### src/rtl/centroid_calc.sv
// Frame centroid: at each frame end, divides the accumulated column/row sums by the
// pixel count with two bit-serial restoring dividers and publishes saturated coordinates.
module centroid_calc #(
    parameter int COOR_W  = 10,
    parameter int DIV_CYC = 32
) (
    input  logic              sclk,
    input  logic              s_rst,
    input  logic              vsync_i,
    input  logic [31:0]       x_coor,
    input  logic [31:0]       y_coor,
    input  logic [15:0]       valid_num,
    input  logic              coor_valid_flag,
    output logic [COOR_W-1:0] cx_o,
    output logic [COOR_W-1:0] cy_o,
    output logic              found_o,
    output logic              done_o,
    output logic              busy_o,
    output logic              overrun_o
);

    localparam logic [1:0] IDLE = 2'd0;
    localparam logic [1:0] DIV  = 2'd1;
    localparam logic [1:0] DONE = 2'd2;

    localparam logic [5:0] LAST_IT = 6'(DIV_CYC - 1);

    // One restoring step; the numerator register doubles as the quotient register,
    // so after DIV_CYC steps it holds the full quotient.  Returns {rem, num}.
    function automatic logic [48:0] div_step(input logic [31:0] num,
                                             input logic [16:0] rem,
                                             input logic [15:0] den);
        logic [16:0] trial;
        trial = {rem[15:0], num[31]};
        if (trial >= {1'b0, den})
            div_step = {trial - {1'b0, den}, num[30:0], 1'b1};
        else
            div_step = {trial, num[30:0], 1'b0};
    endfunction

    function automatic logic [COOR_W-1:0] sat(input logic [31:0] q);
        if (|q[31:COOR_W])
            sat = {COOR_W{1'b1}};
        else
            sat = q[COOR_W-1:0];
    endfunction

    logic              vsync_r1_q;
    logic [31:0]       sx_q, sy_q;
    logic [15:0]       sn_q;
    logic              sf_q;
    logic [1:0]        state_q, state_d;
    logic [5:0]        cnt_q, cnt_d;
    logic [31:0]       xnum_q, xnum_d, ynum_q, ynum_d;
    logic [16:0]       xrem_q, xrem_d, yrem_q, yrem_d;
    logic [15:0]       den_q, den_d;
    logic [COOR_W-1:0] cx_q, cx_d, cy_q, cy_d;
    logic              found_q, found_d, done_q, done_d, ovr_q, ovr_d;
    logic [48:0]       xstep, ystep;
    logic              frame_end;

    always_comb begin
        frame_end = vsync_r1_q & ~vsync_i;
        xstep     = div_step(xnum_q, xrem_q, den_q);
        ystep     = div_step(ynum_q, yrem_q, den_q);
        state_d   = state_q;
        cnt_d     = cnt_q;
        xnum_d    = xnum_q;
        ynum_d    = ynum_q;
        xrem_d    = xrem_q;
        yrem_d    = yrem_q;
        den_d     = den_q;
        cx_d      = cx_q;
        cy_d      = cy_q;
        found_d   = found_q;
        done_d    = 1'b0;
        ovr_d     = ovr_q | (frame_end & (state_q != IDLE));
        case (state_q)
            IDLE: begin
                if (frame_end) begin
                    if (sf_q && (sn_q != 16'd0)) begin
                        xnum_d  = sx_q;
                        ynum_d  = sy_q;
                        xrem_d  = 17'd0;
                        yrem_d  = 17'd0;
                        den_d   = sn_q;
                        cnt_d   = 6'd0;
                        state_d = DIV;
                    end else begin
                        found_d = 1'b0;
                        done_d  = 1'b1;
                        state_d = DONE;
                    end
                end
            end
            DIV: begin
                {xrem_d, xnum_d} = xstep;
                {yrem_d, ynum_d} = ystep;
                cnt_d = cnt_q + 6'd1;
                // Results are captured on the final step so they appear with done_o.
                if (cnt_q == LAST_IT) begin
                    cx_d    = sat(xstep[31:0]);
                    cy_d    = sat(ystep[31:0]);
                    found_d = 1'b1;
                    done_d  = 1'b1;
                    state_d = DONE;
                end
            end
            DONE:    state_d = IDLE;
            default: state_d = IDLE;
        endcase
    end

    always_ff @(posedge sclk) begin
        if (s_rst) begin
            vsync_r1_q <= 1'b0;
            sx_q       <= '0;
            sy_q       <= '0;
            sn_q       <= '0;
            sf_q       <= 1'b0;
            state_q    <= IDLE;
            cnt_q      <= '0;
            xnum_q     <= '0;
            ynum_q     <= '0;
            xrem_q     <= '0;
            yrem_q     <= '0;
            den_q      <= '0;
            cx_q       <= '0;
            cy_q       <= '0;
            found_q    <= 1'b0;
            done_q     <= 1'b0;
            ovr_q      <= 1'b0;
        end else begin
            vsync_r1_q <= vsync_i;
            if (vsync_i) begin
                sx_q <= x_coor;
                sy_q <= y_coor;
                sn_q <= valid_num;
                sf_q <= coor_valid_flag;
            end
            state_q <= state_d;
            cnt_q   <= cnt_d;
            xnum_q  <= xnum_d;
            ynum_q  <= ynum_d;
            xrem_q  <= xrem_d;
            yrem_q  <= yrem_d;
            den_q   <= den_d;
            cx_q    <= cx_d;
            cy_q    <= cy_d;
            found_q <= found_d;
            done_q  <= done_d;
            ovr_q   <= ovr_d;
        end
    end

    assign cx_o      = cx_q;
    assign cy_o      = cy_q;
    assign found_o   = found_q;
    assign done_o    = done_q;
    assign busy_o    = (state_q != IDLE);
    assign overrun_o = ovr_q;

endmodule
### config.mk
export PLATFORM = sky130hd
export DESIGN_NAME = centroid_calc
export DESIGN_NICKNAME = d
export VERILOG_FILES = /design/src/rtl/centroid_calc.sv
export SDC_FILE = /design/constraint.sdc
export NUM_CORES = 1
export LEC_CHECK = 0
export ABC_AREA = 1
export CAP_MARGIN = 10
export CELL_PAD_IN_SITES_DETAIL_PLACEMENT = 0
export CELL_PAD_IN_SITES_GLOBAL_PLACEMENT = 1
export CORE_MARGIN = 2
export CORE_UTILIZATION = 41
export CTS_CLUSTER_DIAMETER = 40
export DETAILED_ROUTE_END_ITERATION = 16
export GPL_ROUTABILITY_DRIVEN = 0
export GPL_TIMING_DRIVEN = 0
export PLACE_DENSITY = 0.76
export SLEW_MARGIN = 0
export SYNTH_ARGS = -nofsm -noshare
export SYNTH_HDL_FRONTEND = slang
export SYNTH_SLANG_ARGS = --single-unit
### constraint.sdc
create_clock -name sclk -period 2.25 [get_ports sclk]
set_clock_uncertainty 0.05 [all_clocks]
set_input_delay 0.3375 -clock sclk [delete_from_list [all_inputs] [get_ports sclk]]
set_output_delay 0.3375 -clock sclk [all_outputs]
set_load 0.02 [all_outputs]
==> results of run 1 <==
==> what timing repair did <==
| action | 4_1_cts | 5_1_grt |
|---|---|---|
| endpoints found under the setup margin | 25 | 42 |
| setup buffers | 3 | 5 |
| resized for setup | 17 | 39 |
| pin swaps | 1 | 3 |
==> state kept, by name, summed over array words and instances, names as in the netlist, 10 cells and up <==
name    cells
sy_q       32
den_q      16
ynum_q     32
cy_o       10
sn_q       16
xrem_q     16
xnum_q     32
sx_q       32
cx_o       10
yrem_q     16
==> cells by family after synthesis <==
kind of cell	count (synthesis)	synth area share (%)
compound gates	337	16.3
fa+ha+maj	35	4.15
flops	225	41.3
xor+xnor	14	1.12
simple gates	752	28.6
buf+inv	227	8.53
==> critical path, delay by kind of cell, from the launching register on <==
family / cells / cell delay [ns]
adder cells (fa/ha/maj): 1 / 0.32
AND/OR/NAND/NOR: 8 / 0.99
AO/OA/AOI/OAI: 1 / 0.05
flip-flops: 1 / 0.32
buffers and inverters: 2 / 0.28
==> power breakdown <==
| group | leakage, nW | total [mW] | switching (mW) | internal [mW] |
|---|---|---|---|---|
| combinational | 3.53 | 2.01 | 1.21 | 0.804 |
| sequential | 1.84 | 4.22 | 0.0825 | 4.14 |
| clock | 0.639 | 5.87 | 1.99 | 3.89 |
| total | 6.01 | 12.1 | 3.28 | 8.83 |
==> area by class of cell <==
class / count / share of cell area [%]
Multi-Input combinational cell: 1138 / 41.1
Sequential cell: 225 / 32.1
Timing Repair Buffer: 114 / 7.98
Clock buffer: 51 / 7.53
Inverter: 144 / 3.85
Tap cell: 335 / 2.98
Buffer: 83 / 2.82
Clock inverter: 16 / 1.67
==> worst max path at each step <==
stage                         from         end  slack [ns]  depth (start not counted)
after floorplan           den_q[9]  xrem_q[14]        0.41                         12
after global placement       s_rst    sn_q[14]       -0.16                          6
after detailed placement     s_rst    sn_q[14]       -0.19                          6
after CTS                 den_q[4]  xrem_q[14]       0.003                         12
after global routing      den_q[3]   yrem_q[2]       -0.04                         14
final                     den_q[9]  xrem_q[14]        0.09                         12
==> stage by stage <==
stage | worst slack, ns | utilization [%]
after floorplan | 0.405 | -
after global placement | -0.159 | 47.5
after detailed placement | -0.192 | 47.5
after CTS | 0.00274 | 53.0
after global routing | -0.0409 | 53.9
final | 0.0938 | 53.9
==> metal layers <==
layer	wire length (um)	vias to the layer above	share of wire [%]	GRT usage (%)
li1	-	5494	-	-
met1	15400	4841	46	30.6
met2	15800	207	47	40.7
met3	1220	66	3.6	3.38
met4	1320	0	3.9	8.81
met5	0	-	0	0
==> synthesized netlist by cell type, types with 2 or more instances <==
cell,count
nand2_1,377
nand3b_1,25
nand2_2,4
clkbuf_2,2
clkinv_1,2
nor4_1,4
fa_1,2
a31oi_1,38
buf_4,3
dfxtp_1,225
o221ai_1,2
xor2_1,6
xnor2_1,8
o21bai_1,6
ha_1,33
nand3_1,68
inv_2,4
nand4_1,15
nor2_1,240
inv_1,138
nor2_4,2
nor3_1,10
clkbuf_1,55
buf_2,16
a21oi_2,3
nand2_4,2
o21ai_0,179
or2_2,2
a21oi_1,105
buf_6,6
nor3_2,2
==> results.json, run 1 <==
{
  "startpoint_type": "flop",
  "syn_nets": 1709,
  "synth_cell_types": 37,
  "grt-ovfl-total": 0,
  "area_growth_syn_to_layout_pct": 28.8,
  "cp_data_arrival_time_ns": 2.46,
  "layout_common_cells": "nand2_1 (373), nor2_1 (234), dfxtp_1 (224), o21ai_0 (179), inv_1 (127)",
  "hold_ws_ns": 0.297,
  "worst-r2r-setup-slack_ns": 0.09,
  "final_cell_count_no_fill": 2106,
  "synth_flop_cell": "dfxtp_1",
  "max_stage_delay_ns": 0.32,
  "antenna_found_initial": 0,
  "cp_cell_sequence": "inv_2, ha_4, nand2_1, nor2_1, nand2_2, nor3_4, nor2_4, nand2_4, buf_6, nand3_1, nand2_1, a21oi_2",
  "syn_area_per_cell_um2": 6.86,
  "initial_utilization_pct": 41.9,
  "cts.sinks": 225,
  "drtPass1Iterations": 5,
  "rsz0062_at_grt": "true",
  "finalCriticalPeriod_ns": 2.16,
  "worstHoldStart": "vsync_i",
  "fin_area_um2": 14000,
  "cp.required_ns": 2.56,
  "nFillCells": 2666,
  "fin_crit_sh_pct": 95.8,
  "coreArea_um2": 26100,
  "dp_hpwl_um": 24900,
  "routed_wl_um": 33700,
  "p_leak_nw": 6.01,
  "dieHeight_um": 167,
  "cpMaxStageDelayCell": "dfxtp_1",
  "ir_drop_mv": 0.456,
  "setup_violations": 0,
  "status": "completed",
  "syn-cell-area_um2": 10900,
  "worst_pin_slew_ns": 0.866,
  "r2r-end": "xrem_q[14]",
  "yosys_warnings": 0,
  "synth_top_area_cell": "dfxtp_1",
  "hold_depth": 3,
  "power_density_nw_per_um2": 862,
  "worst_path_most_repeated_cell": "nand2_1",
  "post_dp_cell_area_um2": 12400,
  "worstSetupPathType": "reg -> reg",
  "holdPathEnd": "sx_q[25]",
  "drive_gt1_share_pct": 9.32,
  "htreeDepth": 2,
  "drc": 0,
  "io_pins": 108,
  "synth_edf_count": 0,
  "regArea_um2": 4510,
  "rows": 59,
  "power_mw": 12.1,
  "hold_viol_final": 0,
  "rr_worst_depth": 12,
  "insertion_delay_ns": 0.51,
  "cts.root.buffer_cell": "clkbuf_16",
  "critPathCaptureType": "flop",
  "post_drt_wl_per_cell_um": 16.0,
  "grt_max_degree": 12,
  "synth_top_area_share_pct": 41.3,
  "ant_nets": 0,
  "regToRegStartpoint": "den_q[9]",
  "drt_iter0_markers": 667,
  "cts_buffers": 37,
  "slew_viol_final": 0,
  "netlist_top_cells_area": "dfxtp_1 (41%), nand2_1 (13%), nor2_1 (8.3%), o21ai_0 (8.2%), a21oi_1 (4.8%)",
  "dieArea_um2": 27900,
  "fin_nets": 1862,
  "ys_seq_area_share_pct": 41.3,
  "grt_pass1_wl_um": 53400,
  "ys_async_sr_fraction_pct": 0,
  "path_max_fanout": 10,
  "ys_ff_latch": 225,
  "slew_headroom_pct": 42.2,
  "maxCapViolations": 0,
  "layout_commonest_cell": "nand2_1",
  "multi_input_area_um2": 5770,
  "viasPerCell": 5.04,
  "syn_inst": 1590,
  "vias": 10600,
  "cts_tree": "done",
  "hp-class": "in -> reg",
  "clkTransAtPathRegs_ns": 0.05,
  "max_freq_mhz": 464,
  "antennaDiodeCount": 0,
  "tns_ns": 0,
  "die_w_um": 167,
  "grt_pass1_vias": 10200,
  "dp_cells": 2031,
  "clk_path_buf_depth": 3,
  "numPortBuffers": 106,
  "ctsHoldBuffers": 0,
  "grt_usage_pct": 23.8
}
No activity file was read; power rests on OpenSTA's default activity.
==> run 2: changes to the inputs <==
--- a/config.mk
+++ b/config.mk
@@ -9,7 +9,7 @@
 export CAP_MARGIN = 10
 export CELL_PAD_IN_SITES_DETAIL_PLACEMENT = 0
 export CELL_PAD_IN_SITES_GLOBAL_PLACEMENT = 1
-export CORE_MARGIN = 2
+export CORE_MARGIN = 5
 export CORE_UTILIZATION = 41
 export CTS_CLUSTER_DIAMETER = 40
 export DETAILED_ROUTE_END_ITERATION = 16
==> results.json, run 2 (synthesized netlist as in run 1, its figures left out) <==
{
  "status": "completed",
  "drive_gt1_share_pct": 9.20,
  "setup_violations": 0,
  "clk_path_buf_depth": 3,
  "slew_viol_final": 0,
  "dieArea_um2": 30000,
  "viasPerCell": 5.06,
  "insertion_delay_ns": 0.50,
  "cts.root.buffer_cell": "clkbuf_16",
  "vias": 10600,
  "layout_commonest_cell": "nand2_1",
  "dp_slack_ns": -0.201,
  "cp_cell_sequence": "inv_2, ha_4, nand2_1, nor2_2, nand2_2, nor3_4, nor2_4, nand2_4, buf_8, nand3_1, nand2_1, a21oi_2",
  "path_max_fanout": 10,
  "setup_ws_ns": 0.131,
  "routed_wl_um": 34000,
  "numPortBuffers": 106,
  "cp_data_arrival_time_ns": 2.42,
  "worst_pin_slew_ns": 0.789,
  "cts_buffers": 36,
  "post_dp_cell_area_um2": 12400,
  "fin_crit_sh_pct": 94.2,
  "cts.sinks": 225,
  "clkTransAtPathRegs_ns": 0.06,
  "die_w_um": 173,
  "slew_headroom_pct": 47.4,
  "hold_viol_final": 0,
  "multi_input_area_um2": 5740,
  "finalCriticalPeriod_ns": 2.12,
  "drtPass1Iterations": 5,
  "ant_nets": 0,
  "ir_drop_mv": 0.613,
  "nFillCells": 2681,
  "maxCapViolations": 0,
  "layout_common_cells": "nand2_1 (375), nor2_1 (235), dfxtp_1 (224), o21ai_0 (178), inv_1 (127)",
  "p_leak_nw": 5.99,
  "antennaDiodeCount": 0,
  "path_buf_inv": 2,
  "post_drt_wl_per_cell_um": 16.1,
  "grt_max_degree": 14,
  "antenna_found_initial": 0,
  "critPathTopFamily": "simple AND/OR/NAND/NOR gates",
  "initial_utilization_pct": 41.8,
  "worstSetupPathType": "reg -> reg",
  "fin_nets": 1864,
  "max_freq_mhz": 472,
  "fin_area_um2": 14000,
  "regArea_um2": 4510,
  "coreArea_um2": 26100,
  "io_pins": 108,
  "worst_path_most_repeated_cell": "nand2_1",
  "hp-class": "in -> reg",
  "max_stage_delay_ns": 0.32,
  "area_growth_syn_to_layout_pct": 28.3,
  "grt_pass1_vias": 10400,
  "cts_tree": "done",
  "rows": 59,
  "critPathCaptureType": "flop",
  "dieHeight_um": 173,
  "power_density_nw_per_um2": 854,
  "drt_iter0_markers": 679,
  "rsz0062_at_grt": "true",
  "drc": 0,
  "grt_usage_pct": 22.2,
  "startpoint_type": "flop",
  "dp_hpwl_um": 25300,
  "grt-ovfl-total": 0,
  "cp.required_ns": 2.55,
  "htreeDepth": 2,
  "grt_pass1_wl_um": 54400,
  "cpMaxStageDelayCell": "dfxtp_1"
}
-- run 2: where the power goes --
| part | internal [mW] | switching (mW) | leakage [nW] |
|---|---|---|---|
| sequential | 4.14 | 0.0837 | 1.84 |
| combinational | 0.839 | 1.22 | 3.54 |
| clock | 3.61 | 2.08 | 0.614 |
-- run 2: metrics by stage --
stage | std cells | TNS, ns | hold WS [ns] | utilization, % | total power, mW
floorplan | 1590 | 0 | 0.390 | - | 5.55
global placement | 2031 | -4.02 | 0.408 | 47.4 | 6.16
detailed placement | 2031 | -7.64 | 0.416 | 47.4 | 6.16
CTS | 2097 | -0.0695 | 0.285 | 52.8 | 11.9
global route | 2106 | -0.0846 | 0.356 | 53.6 | 12.5
finish | 2106 | 0 | 0.290 | 53.6 | 12.0
-- run 2: worst reg2reg max path, delay by kind of cell, from the launching register on --
| family | cells | cell delay, ns |
|---|---|---|
| buf+inv | 2 | 0.25 |
| fa+ha+maj | 1 | 0.30 |
| simple gates | 8 | 1.01 |
| flops | 1 | 0.32 |
| compound gates | 1 | 0.04 |
-- run 2: final timing paths --
kind	startpoint	endpoint	slack [ns]	cells after the start
setup / recovery	den_q[4]	xrem_q[14]	0.13	12
hold / removal	vsync_i	sx_q[25]	0.29	3
setup reg to reg	den_q[4]	xrem_q[14]	0.13	12
hold reg to reg	sy_q[12]	ynum_q[12]	0.42	2
-- run 2: layer usage --
layer	wire [um]	global-route usage (%)	share of wire [%]
met1	15200	28.6	45
met2	16200	37.9	48
met3	1630	3.52	4.8
met4	984	7.58	2.9
met5	0	0	0
-- run 2: area by class of cell --
type                       instances  area share [%]
tap                              335            2.99
sequential                       225            32.2
clock buffer                      41            6.86
buffer                            83            2.88
clock inverter                    23            2.02
timing repair buffer             117            8.17
inverter                         144            3.86
multi-input combinational       1138            41.0
-- run 2: timing repair --
item,4_1_cts,5_1_grt
hold buffers,0,0
pin swaps,1,5
setup buffers,2,9
setup endpoints to repair,25,45
resized for setup,14,39
==> run 3: changes to the inputs <==
--- a/config.mk
+++ b/config.mk
@@ -16,6 +16,7 @@
 export GPL_ROUTABILITY_DRIVEN = 0
 export GPL_TIMING_DRIVEN = 0
 export PLACE_DENSITY = 0.76
+export SETUP_SLACK_MARGIN = 0.3
 export SLEW_MARGIN = 0
 export SYNTH_ARGS = -nofsm -noshare
 export SYNTH_HDL_FRONTEND = slang
==> results.json, run 3 (synthesized netlist as in run 1, its figures left out) <==
{
  "finalCriticalPeriod_ns": 2.23,
  "cp.required_ns": 2.61,
  "max_freq_mhz": 448,
  "cts_buffers": 36,
  "grt_max_degree": 14,
  "power_frac_seq_pct": 33.0,
  "ir_drop_mv": 0.613,
  "power_frac_comb_pct": 22.5,
  "vias": 11000,
  "worst_path_most_repeated_cell": "nand2_2",
  "p_int_mw": 9.07,
  "rsz0062_at_grt": "true",
  "setup_violations": 0,
  "drc": 0,
  "dieArea_um2": 30000,
  "final_cell_count_no_fill": 2131,
  "rows": 59,
  "tns_ns": 0,
  "drive_gt1_share_pct": 16.9,
  "p_leak_nw": 6.30,
  "initial_utilization_pct": 41.8,
  "slew_viol_final": 0,
  "max_stage_delay_ns": 0.34,
  "worstSetupPathType": "reg -> reg",
  "power_mw": 12.8,
  "antenna_found_initial": 0,
  "die_w_um": 173,
  "switching_share_pct": 29.0,
  "viasPerCell": 5.14,
  "switching_power_mw": 3.71,
  "critPathTopFamily": "simple AND/OR/NAND/NOR gates",
  "coreArea_um2": 26100,
  "startpoint_type": "flop",
  "cp_data_arrival_time_ns": 2.60,
  "fin_nets": 1889,
  "path_buf_inv": 3,
  "layout_common_cells": "nand2_1 (334), nor2_1 (235), dfxtp_1 (222), o21ai_0 (177), inv_1 (120)",
  "io_pins": 108,
  "cts.sinks": 225,
  "slew_headroom_pct": 46.3,
  "clock_power_share_pct": 44.4,
  "path_max_fanout": 7,
  "clk_path_buf_depth": 3,
  "status": "completed",
  "hold_viol_final": 0,
  "cp_cell_sequence": "clkinvlp_4, ha_4, nand2_2, nand2_2, nand2_2, nand2_2, nand2_2, nand2_2, nor2_4, nand2_4, buf_12, buf_16, nand2_4, nand3_2, a21oi_1",
  "cts_tree": "done",
  "hp-class": "in -> reg",
  "grt_usage_pct": 22.8,
  "drtPass1Iterations": 5,
  "htreeDepth": 2,
  "grt_pass1_wl_um": 55900,
  "dieHeight_um": 173,
  "power_density_nw_per_um2": 855,
  "maxCapViolations": 0,
  "post_drt_wl_per_cell_um": 16.5,
  "dp_cells": 2031,
  "layout_commonest_cell": "nand2_1",
  "grt-ovfl-total": 0,
  "area_growth_syn_to_layout_pct": 37.1,
  "grt_pass1_vias": 10700,
  "insertion_delay_ns": 0.50,
  "worst_pin_slew_ns": 0.806,
  "numPortBuffers": 106,
  "dp_hpwl_um": 25300,
  "ctsHoldBuffers": 0,
  "drt_iter0_markers": 648,
  "clkTransAtPathRegs_ns": 0.06,
  "cpMaxStageDelayCell": "dfxtp_2",
  "critPathCaptureType": "flop",
  "cts.root.buffer_cell": "clkbuf_16",
  "routed_wl_um": 35200,
  "ant_nets": 0,
  "antennaDiodeCount": 0,
  "fin_crit_sh_pct": 99.3
}
[run 3: final timing paths]
check                 start         end  slack [ns]  depth (start not counted)
hold / removal      vsync_i    sx_q[25]        0.29                          3
hold reg to reg    sy_q[12]  ynum_q[12]        0.42                          2
setup reg to reg  den_q[10]   xrem_q[3]        0.02                         15
setup / recovery  den_q[10]   xrem_q[3]        0.02                         15
[run 3: layer usage]
metal | routed length [um] | global-route usage [%]
met1 | 15700 | 29.4
met2 | 16700 | 39.0
met3 | 1540 | 3.32
met4 | 1200 | 7.88
met5 | 0 | 0
[run 3: what timing repair did]
action / CTS / global route
gates resized for setup: 112 / 133
setup buffers: 24 / 8
setup endpoints to repair: 56 / 168
cloned: 2 / 2
pin swaps: 29 / 46
[run 3: power by group through the flow]
| stage | combinational, mW | sequential [mW] | clock, mW |
|---|---|---|---|
| 2_1_floorplan | 1.27 | 4.27 | 0 |
| 3_3_place_gp | 1.86 | 4.30 | 0 |
| 3_5_place_dp | 1.86 | 4.30 | 0 |
| 4_1_cts | 2.46 | 4.22 | 5.79 |
| 5_1_grt | 3.13 | 4.24 | 5.99 |
| 6_report | 2.88 | 4.22 | 5.68 |
[run 3: area by class of cell]
cell class | instances | area, um2
Fill cell | 2574 | 11200
Multi-Input combinational cell | 1138 | 6270
Sequential cell | 225 | 4510
Timing Repair Buffer | 142 | 1480
Clock buffer | 41 | 961
Inverter | 144 | 554
Buffer | 83 | 475
Tap cell | 335 | 419
Clock inverter | 23 | 283
[run 3: tightest hold or removal path, cell delays in order]
cell	delay (ns)
buf_2	0.20
o21ai_0	0.19
nor2_1	0.05
[run 3: through the flow]
stage / setup WS [ns] / area [um2] / util, % / hold WS, ns
4_1_cts: 0.0740 / 14400 / 55.1 / 0.285
2_1_floorplan: 0.405 / 10900 / - / 0.390
6_report: 0.0168 / 15000 / 57.2 / 0.286
5_1_grt: -0.0689 / 15000 / 57.2 / 0.356
3_5_place_dp: -0.201 / 12400 / 47.4 / 0.416
3_3_place_gp: -0.129 / 12400 / 47.4 / 0.408
